**src/rtl/c128_mmu_cfg_pkg.sv**
```systemverilog
// Shared constants for the C128 MMU configuration controller: register offsets,
// reset values and the {ms1,ms0} PLA region encoding.
package c128_pkg;

  localparam logic [7:0]  MMU_PAGE   = 8'hD5;
  localparam logic [15:0] LCR_FIRST  = 16'hFF00;
  localparam logic [15:0] LCR_LAST   = 16'hFF04;

  localparam logic [7:0] OFS_CR   = 8'h00;
  localparam logic [7:0] OFS_PCRA = 8'h01;
  localparam logic [7:0] OFS_PCRB = 8'h02;
  localparam logic [7:0] OFS_PCRC = 8'h03;
  localparam logic [7:0] OFS_PCRD = 8'h04;
  localparam logic [7:0] OFS_MCR  = 8'h05;
  localparam logic [7:0] OFS_RCR  = 8'h06;
  localparam logic [7:0] OFS_P0L  = 8'h07;
  localparam logic [7:0] OFS_P0H  = 8'h08;
  localparam logic [7:0] OFS_P1L  = 8'h09;
  localparam logic [7:0] OFS_P1H  = 8'h0A;
  localparam logic [7:0] OFS_VER  = 8'h0B;

  localparam logic [7:0] VER_VALUE   = 8'h20;
  localparam logic [7:0] UNMAPPED_RD = 8'hFF;
  localparam logic [7:0] RST_REG     = 8'h00;
  localparam logic [7:0] RST_P1L     = 8'h01;

  typedef enum logic [1:0] {
    MS_SYSROM = 2'b00,
    MS_INTFN  = 2'b01,
    MS_EXTFN  = 2'b10,
    MS_RAM    = 2'b11
  } ms_sel_e;

  function automatic ms_sel_e region_sel(input logic [1:0] a_hi, input logic [7:0] cr);
    ms_sel_e sel;
    case (a_hi)
      2'b00:   sel = MS_RAM;
      2'b01:   sel = cr[1] ? MS_RAM : MS_SYSROM;
      2'b10:   sel = ms_sel_e'(cr[3:2]);
      default: sel = ms_sel_e'(cr[5:4]);
    endcase
    return sel;
  endfunction

endpackage

```
**src/rtl/c128_mmu_cfg_if.sv**
```systemverilog
// CPU-side bus of the MMU configuration controller.
interface c128_mmu_cfg_if;
  logic        bus_stb;
  logic        rw;
  logic [15:0] a;
  logic [7:0]  din;
  logic [7:0]  dout;
  logic        dout_en;

  modport master (output bus_stb, rw, a, din, input dout, dout_en);
  modport slave  (input bus_stb, rw, a, din, output dout, dout_en);
endinterface

```
**src/rtl/c128_mmu_cfg_sync2.sv**
```systemverilog
// Two-flop synchronizer for an asynchronous board input.
module c128_mmu_sync2 (
  input  logic clk,
  input  logic rst,
  input  logic d_i,
  output logic q_o
);
  logic meta_q;
  logic sync_q;

  always_ff @(posedge clk or posedge rst) begin
    if (rst) begin
      meta_q <= 1'b0;
      sync_q <= 1'b0;
    end else begin
      meta_q <= d_i;
      sync_q <= meta_q;
    end
  end

  assign q_o = sync_q;
endmodule

```
**src/rtl/c128_mmu_cfg.sv**
```systemverilog
// C128 MMU register file and PLA mode/bank/address-translation generator.
// Optional page relocation: define C128_MMU_PAGE_RELOC_EN.
module c128_mmu_cfg
  import c128_pkg::*;
(
  input  logic          clk,
  input  logic          rst,
  c128_mmu_cfg_if.slave bus,
  input  logic          game_in,
  input  logic          exrom_in,
  input  logic          c4080_in,
  output logic          ms0,
  output logic          ms1,
  output logic          ms2,
  output logic          ms3,
  output logic          z80en,
  output logic [1:0]    ram_bank,
  output logic [1:0]    vic_bank,
  output logic [15:0]   ta,
  output logic          fsdir
);

  logic game_s, exrom_s, c4080_s;

  c128_mmu_sync2 u_sync_game  (.clk(clk), .rst(rst), .d_i(game_in),  .q_o(game_s));
  c128_mmu_sync2 u_sync_exrom (.clk(clk), .rst(rst), .d_i(exrom_in), .q_o(exrom_s));
  c128_mmu_sync2 u_sync_c4080 (.clk(clk), .rst(rst), .d_i(c4080_in), .q_o(c4080_s));

  logic [7:0] cr_q, cr_d;
  logic [7:0] mcr_q, mcr_d;
  logic [7:0] rcr_q, rcr_d;
  logic [7:0] pcr_q [4];
  logic [7:0] pcr_d [4];
  logic [7:0] dout_q, dout_d;
  logic       dout_en_q, dout_en_d;

  logic       hit_mmu, hit_lcr, wr_stb, rd_stb;
  logic [7:0] ofs;
  logic [1:0] lcr_idx;
  logic [7:0] mcr_rd;
  logic [7:0] rdata;
  logic [7:0] p0l_v, p0h_v, p1l_v, p1h_v;

  // The $D5xx page disappears once CR[0] selects RAM/ROM there; the LCR mirror never does.
  assign hit_mmu = (bus.a[15:8] == MMU_PAGE) && !cr_q[0];
  assign hit_lcr = (bus.a >= LCR_FIRST) && (bus.a <= LCR_LAST);
  assign wr_stb  = bus.bus_stb && !bus.rw;
  assign rd_stb  = bus.bus_stb && bus.rw;
  assign ofs     = bus.a[7:0];
  assign lcr_idx = 2'(bus.a[2:0] - 3'd1);
  assign mcr_rd  = {c4080_s, mcr_q[6], exrom_s, game_s, mcr_q[3], 2'b11, mcr_q[0]};

  always_comb begin
    cr_d  = cr_q;
    mcr_d = mcr_q;
    rcr_d = rcr_q;
    pcr_d = pcr_q;
    if (wr_stb && hit_lcr) begin
      if (bus.a[2:0] == 3'd0) cr_d = bus.din;
      else                    cr_d = pcr_q[lcr_idx];
    end else if (wr_stb && hit_mmu) begin
      case (ofs)
        OFS_CR:   cr_d     = bus.din;
        OFS_PCRA: pcr_d[0] = bus.din;
        OFS_PCRB: pcr_d[1] = bus.din;
        OFS_PCRC: pcr_d[2] = bus.din;
        OFS_PCRD: pcr_d[3] = bus.din;
        OFS_MCR:  mcr_d    = bus.din;
        OFS_RCR:  rcr_d    = bus.din;
        default:  ;
      endcase
    end
  end

  always_comb begin
    rdata = UNMAPPED_RD;
    if (hit_lcr) begin
      if (bus.a[2:0] == 3'd0) rdata = cr_q;
      else                    rdata = pcr_q[lcr_idx];
    end else if (hit_mmu) begin
      case (ofs)
        OFS_CR:   rdata = cr_q;
        OFS_PCRA: rdata = pcr_q[0];
        OFS_PCRB: rdata = pcr_q[1];
        OFS_PCRC: rdata = pcr_q[2];
        OFS_PCRD: rdata = pcr_q[3];
        OFS_MCR:  rdata = mcr_rd;
        OFS_RCR:  rdata = rcr_q;
        OFS_P0L:  rdata = p0l_v;
        OFS_P0H:  rdata = p0h_v;
        OFS_P1L:  rdata = p1l_v;
        OFS_P1H:  rdata = p1h_v;
        OFS_VER:  rdata = VER_VALUE;
        default:  rdata = UNMAPPED_RD;
      endcase
    end
  end

  always_comb begin
    dout_d    = dout_q;
    dout_en_d = 1'b0;
    if (rd_stb && (hit_mmu || hit_lcr)) begin
      dout_d    = rdata;
      dout_en_d = 1'b1;
    end
  end

  always_ff @(posedge clk or posedge rst) begin
    if (rst) begin
      cr_q      <= RST_REG;
      mcr_q     <= RST_REG;
      rcr_q     <= RST_REG;
      dout_q    <= '0;
      dout_en_q <= 1'b0;
      for (int unsigned i = 0; i < 4; i++) pcr_q[i] <= RST_REG;
    end else begin
      cr_q      <= cr_d;
      mcr_q     <= mcr_d;
      rcr_q     <= rcr_d;
      dout_q    <= dout_d;
      dout_en_q <= dout_en_d;
      pcr_q     <= pcr_d;
    end
  end

`ifdef C128_MMU_PAGE_RELOC_EN
  logic [7:0] p0l_q, p0l_d, p0h_q, p0h_d, p0h_pend_q, p0h_pend_d;
  logic [7:0] p1l_q, p1l_d, p1h_q, p1h_d, p1h_pend_q, p1h_pend_d;

  // High bytes wait in a pending register so the low-byte write moves the whole pointer at once.
  always_comb begin
    p0l_d      = p0l_q;
    p0h_d      = p0h_q;
    p0h_pend_d = p0h_pend_q;
    p1l_d      = p1l_q;
    p1h_d      = p1h_q;
    p1h_pend_d = p1h_pend_q;
    if (wr_stb && hit_mmu) begin
      case (ofs)
        OFS_P0L: begin p0l_d = bus.din; p0h_d = p0h_pend_q; end
        OFS_P0H: p0h_pend_d = bus.din;
        OFS_P1L: begin p1l_d = bus.din; p1h_d = p1h_pend_q; end
        OFS_P1H: p1h_pend_d = bus.din;
        default: ;
      endcase
    end
  end

  always_ff @(posedge clk or posedge rst) begin
    if (rst) begin
      p0l_q      <= RST_REG;
      p0h_q      <= RST_REG;
      p0h_pend_q <= RST_REG;
      p1l_q      <= RST_P1L;
      p1h_q      <= RST_REG;
      p1h_pend_q <= RST_REG;
    end else begin
      p0l_q      <= p0l_d;
      p0h_q      <= p0h_d;
      p0h_pend_q <= p0h_pend_d;
      p1l_q      <= p1l_d;
      p1h_q      <= p1h_d;
      p1h_pend_q <= p1h_pend_d;
    end
  end

  assign p0l_v = p0l_q;
  assign p0h_v = p0h_q;
  assign p1l_v = p1l_q;
  assign p1h_v = p1h_q;

  always_comb begin
    ta = bus.a;
    if (bus.a[15:8] == 8'h00)                          ta[15:8] = p0l_q;
    else if (bus.a[15:8] == 8'h01)                     ta[15:8] = p1l_q;
    else if ((bus.a[15:8] == p0l_q) && (p0l_q != 8'h00)) ta[15:8] = 8'h00;
    else if ((bus.a[15:8] == p1l_q) && (p1l_q != 8'h01)) ta[15:8] = 8'h01;
  end
`else
  assign p0l_v = RST_REG;
  assign p0h_v = RST_REG;
  assign p1l_v = RST_P1L;
  assign p1h_v = RST_REG;
  assign ta    = bus.a;
`endif

  ms_sel_e ms_sel;
  assign ms_sel       = region_sel(bus.a[15:14], cr_q);
  assign {ms1, ms0}   = ms_sel;
  assign ms2          = cr_q[0];
  assign ms3          = ~mcr_q[6];
  assign z80en        = mcr_q[0];
  assign fsdir        = mcr_q[3];
  assign ram_bank     = cr_q[7:6];
  assign vic_bank     = rcr_q[7:6];
  assign bus.dout     = dout_q;
  assign bus.dout_en  = dout_en_q;

endmodule

```
**src/flat_wrapper.sv**
```systemverilog
// flat-port wrapper written by rule: the top's interface ports become plain ports
module c128_mmu_cfg_flat import c128_pkg::*;
  (clk, rst, game_in, exrom_in, c4080_in, ms0, ms1, ms2, ms3, z80en, ram_bank, vic_bank, ta, fsdir, bus_bus_stb, bus_rw, bus_a, bus_din, bus_dout, bus_dout_en);
  c128_mmu_cfg_if bus_i ();
  input  logic clk;
  input  logic rst;
  input  logic game_in;
  input  logic exrom_in;
  input  logic c4080_in;
  output logic ms0;
  output logic ms1;
  output logic ms2;
  output logic ms3;
  output logic z80en;
  output logic [1:0] ram_bank;
  output logic [1:0] vic_bank;
  output logic [15:0] ta;
  output logic fsdir;
  input wire logic [$bits(bus_i.bus_stb)-1:0] bus_bus_stb;
  input wire logic [$bits(bus_i.rw)-1:0] bus_rw;
  input wire logic [$bits(bus_i.a)-1:0] bus_a;
  input wire logic [$bits(bus_i.din)-1:0] bus_din;
  output wire logic [$bits(bus_i.dout)-1:0] bus_dout;
  output wire logic [$bits(bus_i.dout_en)-1:0] bus_dout_en;
  assign bus_i.bus_stb = bus_bus_stb;
  assign bus_i.rw = bus_rw;
  assign bus_i.a = bus_a;
  assign bus_i.din = bus_din;
  assign bus_dout = bus_i.dout;
  assign bus_dout_en = bus_i.dout_en;
  c128_mmu_cfg u_core (.clk(clk), .rst(rst), .bus(bus_i), .game_in(game_in), .exrom_in(exrom_in), .c4080_in(c4080_in), .ms0(ms0), .ms1(ms1), .ms2(ms2), .ms3(ms3), .z80en(z80en), .ram_bank(ram_bank), .vic_bank(vic_bank), .ta(ta), .fsdir(fsdir));
endmodule
```
**config.mk**
```make
export PLATFORM = sky130hd
export DESIGN_NAME = c128_mmu_cfg_flat
export DESIGN_NICKNAME = d
export VERILOG_FILES = /design/src/rtl/c128_mmu_cfg_pkg.sv /design/src/rtl/c128_mmu_cfg_if.sv /design/src/rtl/c128_mmu_cfg_sync2.sv /design/src/rtl/c128_mmu_cfg.sv /design/src/flat_wrapper.sv
export SDC_FILE = /design/constraint.sdc
export NUM_CORES = 1
export LEC_CHECK = 0
export ABC_AREA = 1
export ABC_CLOCK_PERIOD_IN_PS = 2600
export CAP_MARGIN = 25
export CORE_MARGIN = 2
export CORE_UTILIZATION = 54
export CTS_CLUSTER_DIAMETER = 120
export DETAILED_ROUTE_END_ITERATION = 10
export HOLD_SLACK_MARGIN = 0.15
export PLACE_DENSITY = 0.91
export SETUP_SLACK_MARGIN = 0.3
export SLEW_MARGIN = 30
export SYNTH_ARGS = -nofsm -noshare
export SYNTH_HDL_FRONTEND = slang
export SYNTH_SLANG_ARGS = --single-unit
```
**constraint.sdc**
```tcl
create_clock -name clk -period 2.6 [get_ports clk]
set_clock_uncertainty 0.05 [all_clocks]
set_input_delay 0.52 -clock clk [delete_from_list [all_inputs] [get_ports clk]]
set_output_delay 0.52 -clock clk [all_outputs]
set_load 0.05 [all_outputs]
```
==> results.cfg <==
[status]
outcome = finished, final reports clean

[sta]
remaining_max_slew_budget_at_the_tightest_pin = 0.662
min_period_over_period = 0.864
period_needed_ns = 2.25
timing.final.max_slew_violations = 0
clock.fmax_ghz = 0.445
fin_hold_ws_ns = 0.302
report.final.setup_viol = 0
finalSetupTns_ns = 0
report.final.hold_viol_count = 0
worst_slew_pin_slew_ns = 0.506
unrepaired_setup_endpoints_after_global_routing = yes

[worst_setup_path]
end_kind = primary output
crit_path_top_delay_cell = sky130_fd_sc_hd__clkdlybuf4s50_1
cp.buffers_inverters = 1
cp-start-kind = flop
worstRegToRegCells = 7
cp_max_stage_delay_ns = 0.85
largest_driver_fanout_on_the_critical_path = 6
worst_path_dominant_cell_family = buffers and inverters
timing.critical_path.cells = clkdlybuf4s50_1
critical_path_depth = 1
critPathKind = flop to primary output
crit_required_ns = 2.03
critPathArrivalTime_ns = 1.68

[yosys]
synth-compound-area-share = 0.0814
seq_area_frac_synth = 0.406
unique_masters_post_synth = 28
largest_family_of_logic_cells_by_synthesized_area = simple AND/OR/NAND/NOR gates
synth.cell_area_um2 = 4070
synth.area.top_cells = sky130_fd_sc_hd__dfrtp_1, sky130_fd_sc_hd__nand2_1, sky130_fd_sc_hd__nor2_1, sky130_fd_sc_hd__o21ai_1, sky130_fd_sc_hd__inv_1
count_of_flip_flops_with_a_built_in_enable_after_synthesis = 0
async_reset_ff_frac = 1.00
synth.ff_latch_count = 66
synth_xor_area_frac = 0
synthAdderAreaFrac = 0.0123
mean_instance_size_in_the_synthesized_netlist_um2 = 6.71
yosysWarningCount = 0
synth_ff_type = sky130_fd_sc_hd__dfrtp_1
synthSimpleGateAreaFrac = 0.398
yosysTopAreaCell = sky130_fd_sc_hd__dfrtp_1
synthDominantCellAreaShare = 0.406
net_count_synth = 642
synthMuxAreaShare = 0
syn_inst = 607

[pwr]
seqPwrFrac = 0.460
power.density_nw_per_um2 = 448
cell_internal_pwr_mw = 1.61
part_of_the_power_in_combinational_logic = 0.157
power.leakage_nw = 2.50
sw_share = 0.290
vdd_ir_drop_max_v = 0.000313
clock_power_share = 0.383
switching_power_mw = 0.658

[cells_and_area]
antenna-diode-count = 0
layout_commonest_cell = sky130_fd_sc_hd__nand2_1
post-route-util = 0.693
final_layout_size_suffix_gt1_frac = 0.131
layout-area-overhead-vs-synth_pct = 24.2
layoutNonFillerInstCount = 776
layout_filler_cell_count = 619
finish.instance_area_um2 = 5050
sequential_cell_area_um2 = 1650
num-nets-final = 707
multiInputGateArea_um2 = 2010
layout_common_cells = sky130_fd_sc_hd__nand2_1, sky130_fd_sc_hd__dfrtp_1, sky130_fd_sc_hd__nor2_1

[worst_hold_path]
worst_hold_path_type = flop to flop
holdPathStages = 0

[place]
placedCellCount = 757
detailed_placer_s_ending_hpwl_mm = 9.22
replace_congestion = 0.975
total_placed_instance_area_um2 = 4830
place.port_buffers = 65

[clock_network]
cts_hold_buffers_added = 0
cts_tree = yes
root_cell_of_the_clock_tree = sky130_fd_sc_hd__clkbuf_8
cts.sink_count = 66
clk_transition_reported_paths_ns = 0.08
insertion_delay_ns = 0.35
cts-root-to-sink-buffers = 2
cts.htree.levels = 3
numCtsBuffers = 9

[routing]
drt-wirelength-per-cell_um = 15.9
vias_per_inst = 5.47
postRouteWirelength_mm = 12.3
dr_total_vias = 4243
iteration_0_drc_count_of_the_detailed_router = 309
detail_route.first_pass.iterations = 5
route.antenna.remaining_nets = 0
detailroute.wirelength.met3_mm = 1.05
drcViolationCount = 0
top_layer = met4
m1WireLength_mm = 4.96
met2_length_mm = 5.75

[global_route]
overflow = 0
first_pass_grt_wire_length_mm = 19.8
grt_antenna_before_repair = 0
first_global_vias = 4153
grt_max_degree = 48
grt_usage = 0.306

[floorplanning]
die_h_um = 90.8
initial_utilization = 0.558
fp-row-count = 31
die_area_um2 = 8250
dieWidth_um = 90.8
design.portCount = 66
core_region_area_um2 = 7290

[flow_run]
max-cap-violations = 0
[registers in the layout, indices dropped and copies added (netlist names)]
signal and cells:
u_core.mcr_q 3, u_core.pcr_q 32, u_core.u_sync_game.q_o 1, u_core.cr_q 8, u_core.u_sync_game.meta_q 1, u_core.bus.dout_en 1
u_core.u_sync_c4080.meta_q 1, u_core.u_sync_c4080.q_o 1, u_core.bus.dout 8, u_core.rcr_q 8, u_core.u_sync_exrom.q_o 1, u_core.u_sync_exrom.meta_q 1
[repair_timing]
item	in CTS	in global routing
setup buffers	0	3
hold endpoints to repair	0	0
gates resized for setup	0	5
setup endpoints to repair	0	17
[through the flow]
step / power, mW / setup WS (ns)
3_5_place_dp: 1.42 / 0.00625
5_1_grt: 2.34 / 0.278
6_report: 2.27 / 0.353
3_3_place_gp: 1.41 / 0.0188
4_1_cts: 2.26 / 0.326
2_1_floorplan: 1.26 / 0.375
[cell families after synthesis]
logic type | Yosys count
compound gates | 61
flops | 66
simple gates | 390
buf+inv | 86
fa+ha+maj | 4
[synth_stat cells, types with 2 or more instances]
library cell / number
sky130_fd_sc_hd__inv_1: 47
sky130_fd_sc_hd__a21oi_1: 5
sky130_fd_sc_hd__dfrtp_1: 66
sky130_fd_sc_hd__inv_2: 4
sky130_fd_sc_hd__buf_4: 22
sky130_fd_sc_hd__nand3_2: 2
sky130_fd_sc_hd__o211ai_1: 5
sky130_fd_sc_hd__clkinv_1: 2
sky130_fd_sc_hd__o21ai_0: 9
sky130_fd_sc_hd__o21ai_1: 40
sky130_fd_sc_hd__nand3b_1: 2
sky130_fd_sc_hd__nor2_2: 9
sky130_fd_sc_hd__nand2_1: 257
sky130_fd_sc_hd__clkbuf_1: 2
sky130_fd_sc_hd__nand4_1: 3
sky130_fd_sc_hd__buf_2: 9
sky130_fd_sc_hd__nor3_1: 4
sky130_fd_sc_hd__ha_1: 4
sky130_fd_sc_hd__nand2_2: 9
sky130_fd_sc_hd__nand3_1: 35
sky130_fd_sc_hd__nor2_1: 63
sky130_fd_sc_hd__nor2_4: 2
[worst paths after layout]
path	start	to	slack, ns
worst max register to register	u_core.cr_q[0]	u_core.pcr_q[8]	0.92
worst max-delay path	u_core.cr_q[0]	ms2	0.35
worst min register to register	u_core.u_sync_game.meta_q	u_core.u_sync_game.q_o	0.30
min in group asynchronous	rst	u_core.bus.dout[4]	0.45
worst min-delay path	u_core.u_sync_game.meta_q	u_core.u_sync_game.q_o	0.30
max in group asynchronous	rst	u_core.pcr_q[20]	1.42
[routing by layer]
metal  vias up  track usage
met5         -            0
met1      1958        0.375
met2       233        0.498
met3        43       0.0801
met4         0        0.157
li1       2009            -
[power groups by stage]
stage,clock network (mW),logic (mW),registers [mW]
finish,0.868,0.357,1.04
global route,0.913,0.382,1.04
CTS,0.863,0.355,1.04
detailed placement,0,0.354,1.06
global placement,0,0.348,1.06
floorplan,0,0.181,1.08
[layout make-up]
| class | count | area share |
|---|---|---|
| clock inverter | 7 | 0.0139 |
| sequential | 66 | 0.327 |
| timing repair buffer | 87 | 0.173 |
| multi-input combinational | 455 | 0.398 |
| inverter | 53 | 0.0394 |
| tap | 99 | 0.0245 |
| clock buffer | 9 | 0.0245 |
Note: power is estimated with default switching activity, not from simulation.
